==> src/rtl/sentinel_pkg.sv <==
// Shared definitions for the Sentinel Lock key path: FSM states, key constants
// and the hex segment codes used by the gate's status display.
package sentinel_pkg;

  typedef enum logic [2:0] {
    ST_IDLE,
    ST_PRESENT,
    ST_EVAL,
    ST_GRANTED,
    ST_LOCKOUT
  } state_t;

  localparam logic [7:0] AUTH_KEY     = 8'hB6;
  localparam logic [7:0] IDLE_KEY_DEF = 8'h00;

  // Active-high segments ordered {g,f,e,d,c,b,a}.
  function automatic logic [6:0] seg_code(input logic [3:0] nib);
    logic [6:0] seg;
    case (nib)
      4'h0: seg = 7'b0111111;
      4'h1: seg = 7'b0000110;
      4'h2: seg = 7'b1011011;
      4'h3: seg = 7'b1001111;
      4'h4: seg = 7'b1100110;
      4'h5: seg = 7'b1101101;
      4'h6: seg = 7'b1111101;
      4'h7: seg = 7'b0000111;
      4'h8: seg = 7'b1111111;
      4'h9: seg = 7'b1101111;
      4'hA: seg = 7'b1110111;
      4'hB: seg = 7'b1111100;
      4'hC: seg = 7'b0111001;
      4'hD: seg = 7'b1011110;
      4'hE: seg = 7'b1111001;
      default: seg = 7'b1110001;
    endcase
    return seg;
  endfunction

endpackage

==> src/rtl/sentinel_debounce.sv <==
// Bus-wide debouncer: the output follows the input only after it has been
// identical on every bit for DEBOUNCE_CYCLES consecutive clocks.
module sentinel_debounce #(
  parameter int unsigned WIDTH           = 8,
  parameter int unsigned DEBOUNCE_CYCLES = 50000
) (
  input  logic             clk,
  input  logic             rst,
  input  logic [WIDTH-1:0] din,
  output logic [WIDTH-1:0] stable
);

  localparam int unsigned    CNT_W    = $clog2(DEBOUNCE_CYCLES);
  localparam logic [CNT_W-1:0] CNT_LAST = CNT_W'(DEBOUNCE_CYCLES - 1);
  localparam logic [CNT_W-1:0] CNT_ARM  = CNT_W'(DEBOUNCE_CYCLES - 2);

  logic [WIDTH-1:0] cand;
  logic [CNT_W-1:0] cnt;

  // Any bit differing from the candidate restarts the window for the whole bus.
  always_ff @(posedge clk) begin
    if (rst) begin
      cand   <= '0;
      cnt    <= '0;
      stable <= '0;
    end else if (din != cand) begin
      cand <= din;
      cnt  <= '0;
    end else if (cnt != CNT_LAST) begin
      cnt <= cnt + CNT_W'(1);
      if (cnt == CNT_ARM) stable <= cand;
    end
  end

endmodule

==> src/rtl/sentinel_key_conditioner.sv <==
// Conditions raw DIP switches and a commit button into a held key for the
// Sentinel gate, evaluates the gate's verdict and enforces a retry lockout.
module sentinel_key_conditioner
  import sentinel_pkg::*;
#(
  parameter int unsigned DEBOUNCE_CYCLES = 50000,
  parameter int unsigned MAX_FAILS       = 3,
  parameter int unsigned LOCKOUT_CYCLES  = 10000000,
  parameter logic [7:0]  IDLE_KEY        = IDLE_KEY_DEF
) (
  input  logic                               clk,
  input  logic                               rst,
  input  logic                               ena,
  input  logic [7:0]                         sw_in,
  input  logic                               commit_btn,
  input  logic                               auth_ok,
  output logic [7:0]                         key_out,
  output logic                               key_valid,
  output logic                               lockout,
  output logic [$clog2(MAX_FAILS+1)-1:0]     fail_cnt
);

  localparam int unsigned FAIL_W  = $clog2(MAX_FAILS + 1);
  localparam int unsigned TIMER_W = $clog2(LOCKOUT_CYCLES + 1);
  localparam logic [FAIL_W-1:0]  FAIL_LAST  = FAIL_W'(MAX_FAILS - 1);
  localparam logic [FAIL_W-1:0]  FAIL_MAX   = FAIL_W'(MAX_FAILS);
  localparam logic [TIMER_W-1:0] TIMER_LOAD = TIMER_W'(LOCKOUT_CYCLES - 1);

  logic [7:0]         sw_s1, sw_s2, sw_stable;
  logic               btn_s1, btn_s2, btn_stable, btn_prev;
  logic               commit_c;
  logic [TIMER_W-1:0] lock_timer;
  state_t             state;

  // Two-flop synchronisers for the asynchronous switch and button inputs.
  always_ff @(posedge clk) begin
    if (rst) begin
      sw_s1  <= '0;
      sw_s2  <= '0;
      btn_s1 <= 1'b0;
      btn_s2 <= 1'b0;
    end else begin
      sw_s1  <= sw_in;
      sw_s2  <= sw_s1;
      btn_s1 <= commit_btn;
      btn_s2 <= btn_s1;
    end
  end

  sentinel_debounce #(
    .WIDTH           (8),
    .DEBOUNCE_CYCLES (DEBOUNCE_CYCLES)
  ) u_sw_db (
    .clk    (clk),
    .rst    (rst),
    .din    (sw_s2),
    .stable (sw_stable)
  );

  sentinel_debounce #(
    .WIDTH           (1),
    .DEBOUNCE_CYCLES (DEBOUNCE_CYCLES)
  ) u_btn_db (
    .clk    (clk),
    .rst    (rst),
    .din    (btn_s2),
    .stable (btn_stable)
  );

  always_ff @(posedge clk) begin
    if (rst) btn_prev <= 1'b0;
    else     btn_prev <= btn_stable;
  end

  assign commit_c = btn_stable & ~btn_prev;

  // Key presentation / evaluation / lockout sequencer.
  always_ff @(posedge clk) begin
    if (rst) begin
      state      <= ST_IDLE;
      key_out    <= IDLE_KEY;
      key_valid  <= 1'b0;
      lockout    <= 1'b0;
      fail_cnt   <= '0;
      lock_timer <= '0;
    end else begin
      case (state)
        ST_IDLE: begin
          if (ena && commit_c) begin
            key_out   <= sw_stable;
            key_valid <= 1'b1;
            state     <= ST_PRESENT;
          end
        end
        ST_PRESENT: begin
          if (!ena) begin
            key_out   <= IDLE_KEY;
            key_valid <= 1'b0;
            state     <= ST_IDLE;
          end else begin
            state <= ST_EVAL;
          end
        end
        ST_EVAL: begin
          if (!ena) begin
            key_out   <= IDLE_KEY;
            key_valid <= 1'b0;
            state     <= ST_IDLE;
          end else if (auth_ok) begin
            fail_cnt <= '0;
            state    <= ST_GRANTED;
          end else if (fail_cnt < FAIL_LAST) begin
            fail_cnt  <= fail_cnt + FAIL_W'(1);
            key_out   <= IDLE_KEY;
            key_valid <= 1'b0;
            state     <= ST_IDLE;
          end else begin
            fail_cnt   <= FAIL_MAX;
            key_out    <= IDLE_KEY;
            key_valid  <= 1'b0;
            lockout    <= 1'b1;
            lock_timer <= TIMER_LOAD;
            state      <= ST_LOCKOUT;
          end
        end
        ST_GRANTED: begin
          if (!ena || (sw_stable != key_out)) begin
            key_out   <= IDLE_KEY;
            key_valid <= 1'b0;
            state     <= ST_IDLE;
          end
        end
        ST_LOCKOUT: begin
          // ena is deliberately ignored so power cycling cannot shorten the penalty.
          if (lock_timer == '0) begin
            fail_cnt <= '0;
            lockout  <= 1'b0;
            state    <= ST_IDLE;
          end else begin
            lock_timer <= lock_timer - TIMER_W'(1);
          end
        end
        default: begin
          key_out   <= IDLE_KEY;
          key_valid <= 1'b0;
          lockout   <= 1'b0;
          state     <= ST_IDLE;
        end
      endcase
    end
  end

endmodule
==> config.mk <==
export PLATFORM = sky130hd
export DESIGN_NAME = sentinel_key_conditioner
export DESIGN_NICKNAME = d
export VERILOG_FILES = /design/src/rtl/sentinel_pkg.sv /design/src/rtl/sentinel_debounce.sv /design/src/rtl/sentinel_key_conditioner.sv
export SDC_FILE = /design/constraint.sdc
export NUM_CORES = 1
export LEC_CHECK = 0
export CAP_MARGIN = 20
export CORE_AREA = 2 2 120 122
export CTS_CLUSTER_SIZE = 14
export DETAILED_ROUTE_END_ITERATION = 6
export DIE_AREA = 0 0 122 124
export HOLD_SLACK_MARGIN = 0.05
export PLACE_DENSITY_LB_ADDON = 0.25
export SYNTH_ARGS = -nofsm -noshare
export SYNTH_HDL_FRONTEND = slang
export SYNTH_SLANG_ARGS = --single-unit
==> constraint.sdc <==
create_clock -name clk -period 2.6 [get_ports clk]
set_input_delay 0.52 -clock clk [delete_from_list [all_inputs] [get_ports clk]]
set_output_delay 0.52 -clock clk [all_outputs]
set_load 0.01 [all_outputs]
==> results.md <==
* Pwr Total at approximately 3 mW
* Final core occ at 0.405
* Antenna violations before repair at 0
* Post-synth top cells: dfxtp_1 (108), nor2_1 (58), nand2_1 (37), xor2_1 (33), nor2b_1 (31)
* Syn Nets at between 500 and 600
* Crit path from: lock_timer[2]
* Num CTS Buffers at 9
* Sequential cell area at roughly 2200 µm²
* Ys Warns at 0
* Pre-CTS setup slack at -0.00705 ns
* Routability cong. at approximately 0.76
* Pre-Repair DR Iteration Count at 4
* HPWL after DPL at approximately 6.8 mm
* First DRT Iteration DRCs at slightly below 200
* Worst Path Class, Setup: reg -> reg
* Post-route DRC at 0
* Fillers at 1363
* Number of synthesized register bits at between 100 and 150
* Placed cell count at 725
* Maximum VDD drop at between 0.2 and 0.3 mV
* Routed via count at ~3700
* Area after DPL at ~5300 µm²
* Die Wd at ~120 µm
* Final Skew at between 0.006 and 0.007 ns
* PD cells at 556 nW/µm²
* First-pass GRT wire length at approximately 16 mm
* Most frequent cell after synthesis: dfxtp_1
* Sequential cell area fraction in the yosys report at 0.458
* Post-cts sizing count at 0
* # IOs at 25
* Drt via density at 4.95
* Finished Cell Area at between 5000 and 6000 µm²
* Distinct cells, synth at roughly 50
* Hold Slack at between 0.4 and 0.5 ns
* Antenna viol nets, final at 0
* Final setup fails at 0
* Endpoints failing hold at 0
* Critical Path RT at 2.87 ns
* RSZ-0062 raised after global routing: false
* Largest net degree at the start of global routing at between 50 and 60
* FF-to-FF path depth at 5
* Worst reg-to-reg setup slack at 0.22 ns
* Clk buf depth at 2
* Initial core utilization at 0.344
* Nets at roughly 580
* Max-slew violation count at 0
* Ys async rst share at 0
* Top post-synthesis cells by area: dfxtp_1 (46%), xor2_1 (6.1%), nor2_1 (4.6%)
* Syn Area/Cell at approximately 9.1 µm²
* Number of global-route vias before repair at about 3500
* Fraction of layout cells with a size suffix above 1 at 0.0996
* Syn Inst Count at just over 500
* GRT Overall Usage at 0.132
* Total grt overflow at 0
* Slew @ Worst Pin at 0.624 ns
* Die Area at 15100 µm²
* Worst r2r dst: lock_timer[22]
* WL final at 9.35 mm
* Diodes inserted at 0
* Cell Area, Synth at 4720 µm²
* Area of the core at about 14000 µm²
* Reg clk slew, reported paths at 0.07 ns
* Clk Latency, worst-skew pair at 0.35 ns
* Number of core rows at 43
* CTS tree: yes
* Setup Total Neg Slack at 0 ns
* Period utilization at 0.915
* Static Leak at 2.16 nW
* Clk Tree Root Cell: clkbuf_16
* EDFF count, synth at 0
* Maxcap violations at 0
* Chip height at 124 µm
* Drt wl/cell at between 10 and 15 µm
* Crit path to: lock_timer[22]
* Max-slew headroom at 0.583
* Min Tclk post-route at 2.38 ns
* Post-CTS setup buffer count at 0
* Port Buffers at 24
* Crit path max fanout at 7
* Crit. End Element: register
* Worst r2r src: lock_timer[2]
* Cell accounting for the most synthesized area: dfxtp_1
* Fmax at between 0.4 and 0.5 GHz
* Ys flop type: dfxtp_1
* CP Launch Type: register
* Setup WS post-layout at 0.222 ns
* HP Class: reg -> reg
* Status: completed
* Post-CTS Hold Buffers at 0
* Multi-input logic area at 2450 µm²
* Critical path arrival at roughly 2.7 ns
* Synth-to-layout area growth at 17.8%
* Synth top area share at 0.458
* Non-Filler Instances at 742
* Clock sinks at around 110
* # H-tree levels at 3
## kinds of logic (layout without fill, tap and decap cells)
| logic type | after synthesis | count (layout) | share of synthesized area |
|---|---|---|---|
| AOI/OAI and AO/OA | 73 | 73 | 0.101 |
| xor gates and xnor gates | 55 | 55 | 0.102 |
| adders and majority gates | 6 | 6 | 0.0159 |
| buffers and inverters | 29 | 73 | 0.0236 |
| DFF | 108 | 108 | 0.458 |
| muxes | 19 | 19 | 0.0403 |
| and+or+nand+nor | 228 | 228 | 0.259 |
## power breakdown
| group | total [mW] | internal [mW] | switching [mW] |
|---|---|---|---|
| clock network | 1.30 | 0.687 | 0.609 |
| logic | 0.103 | 0.0472 | 0.0563 |
| registers | 1.69 | 1.68 | 0.0146 |
## worst max-delay path: stages (launching register included)
cell and delay, ns:
dfxtp_1 0.35, or4_1 0.69, nor4_4 0.50, nand2_1 0.14, or4_1 0.48, a21oi_1 0.15
## layer usage
layer | share of wire | vias to the layer above | track usage
met1 | 0.50 | 1704 | 0.167
met3 | 0.038 | 11 | 0.0321
li1 | - | 1911 | -
met4 | 0.019 | 0 | 0.0582
met5 | 0 | - | 0
met2 | 0.45 | 45 | 0.213
## area by class of cell
| class | instances | share of cell area |
|---|---|---|
| Tap cell | 180 | 0.0405 |
| Clock inverter | 5 | 0.00743 |
| Inverter | 11 | 0.00743 |
| Sequential cell | 108 | 0.389 |
| Multi-Input combinational cell | 381 | 0.440 |
| Timing Repair Buffer | 46 | 0.0720 |
| Clock buffer | 11 | 0.0437 |
## worst min path at each step
stage,end,cells after the start,startpoint
global route,sw_s2[5],1,sw_s1[5]
detailed placement,sw_s2[5],1,sw_s1[5]
global placement,sw_s2[5],1,sw_s1[5]
floorplan,btn_s2,1,btn_s1
finish,sw_s2[5],1,sw_s1[5]
CTS,sw_s2[5],1,sw_s1[5]
## cell usage in the layout, fill, tap and decap left out, types with 3 or more instances in the layout
cell and n:
dfxtp_1 108, nor2_1 58, nand2_1 37, xor2_1 33
nor2b_1 31, a21oi_1 23, clkdlybuf4s50_1 23, xnor2_1 22
buf_4 22, mux2i_1 19, nand3_1 18, nor3_1 16
nor4_1 12, nand4_1 12, inv_1 11, and3_1 9
or4_1 9, clkbuf_16 9, a31oi_1 8, a211oi_1 8
o21ai_0 7, ha_1 6, o31ai_1 4, a31o_2 4
or4b_2 3, a311oi_1 3, or2_2 3, or3b_2 3
o2111ai_1 3, inv_6 3
## registers in the layout, indices dropped and copies added (netlist names)
register         count
u_sw_db.cnt         16
btn_s1               1
u_btn_db.cnt        16
sw_s1                8
u_sw_db.cand         8
u_btn_db.stable      1
key_valid            1
u_btn_db.cand        1
key_out              8
btn_s2               1
lockout              1
u_sw_db.stable       8
sw_s2                8
lock_timer          24
state                3
btn_prev             1
fail_cnt             2
Power figures use the tool's default switching activity.
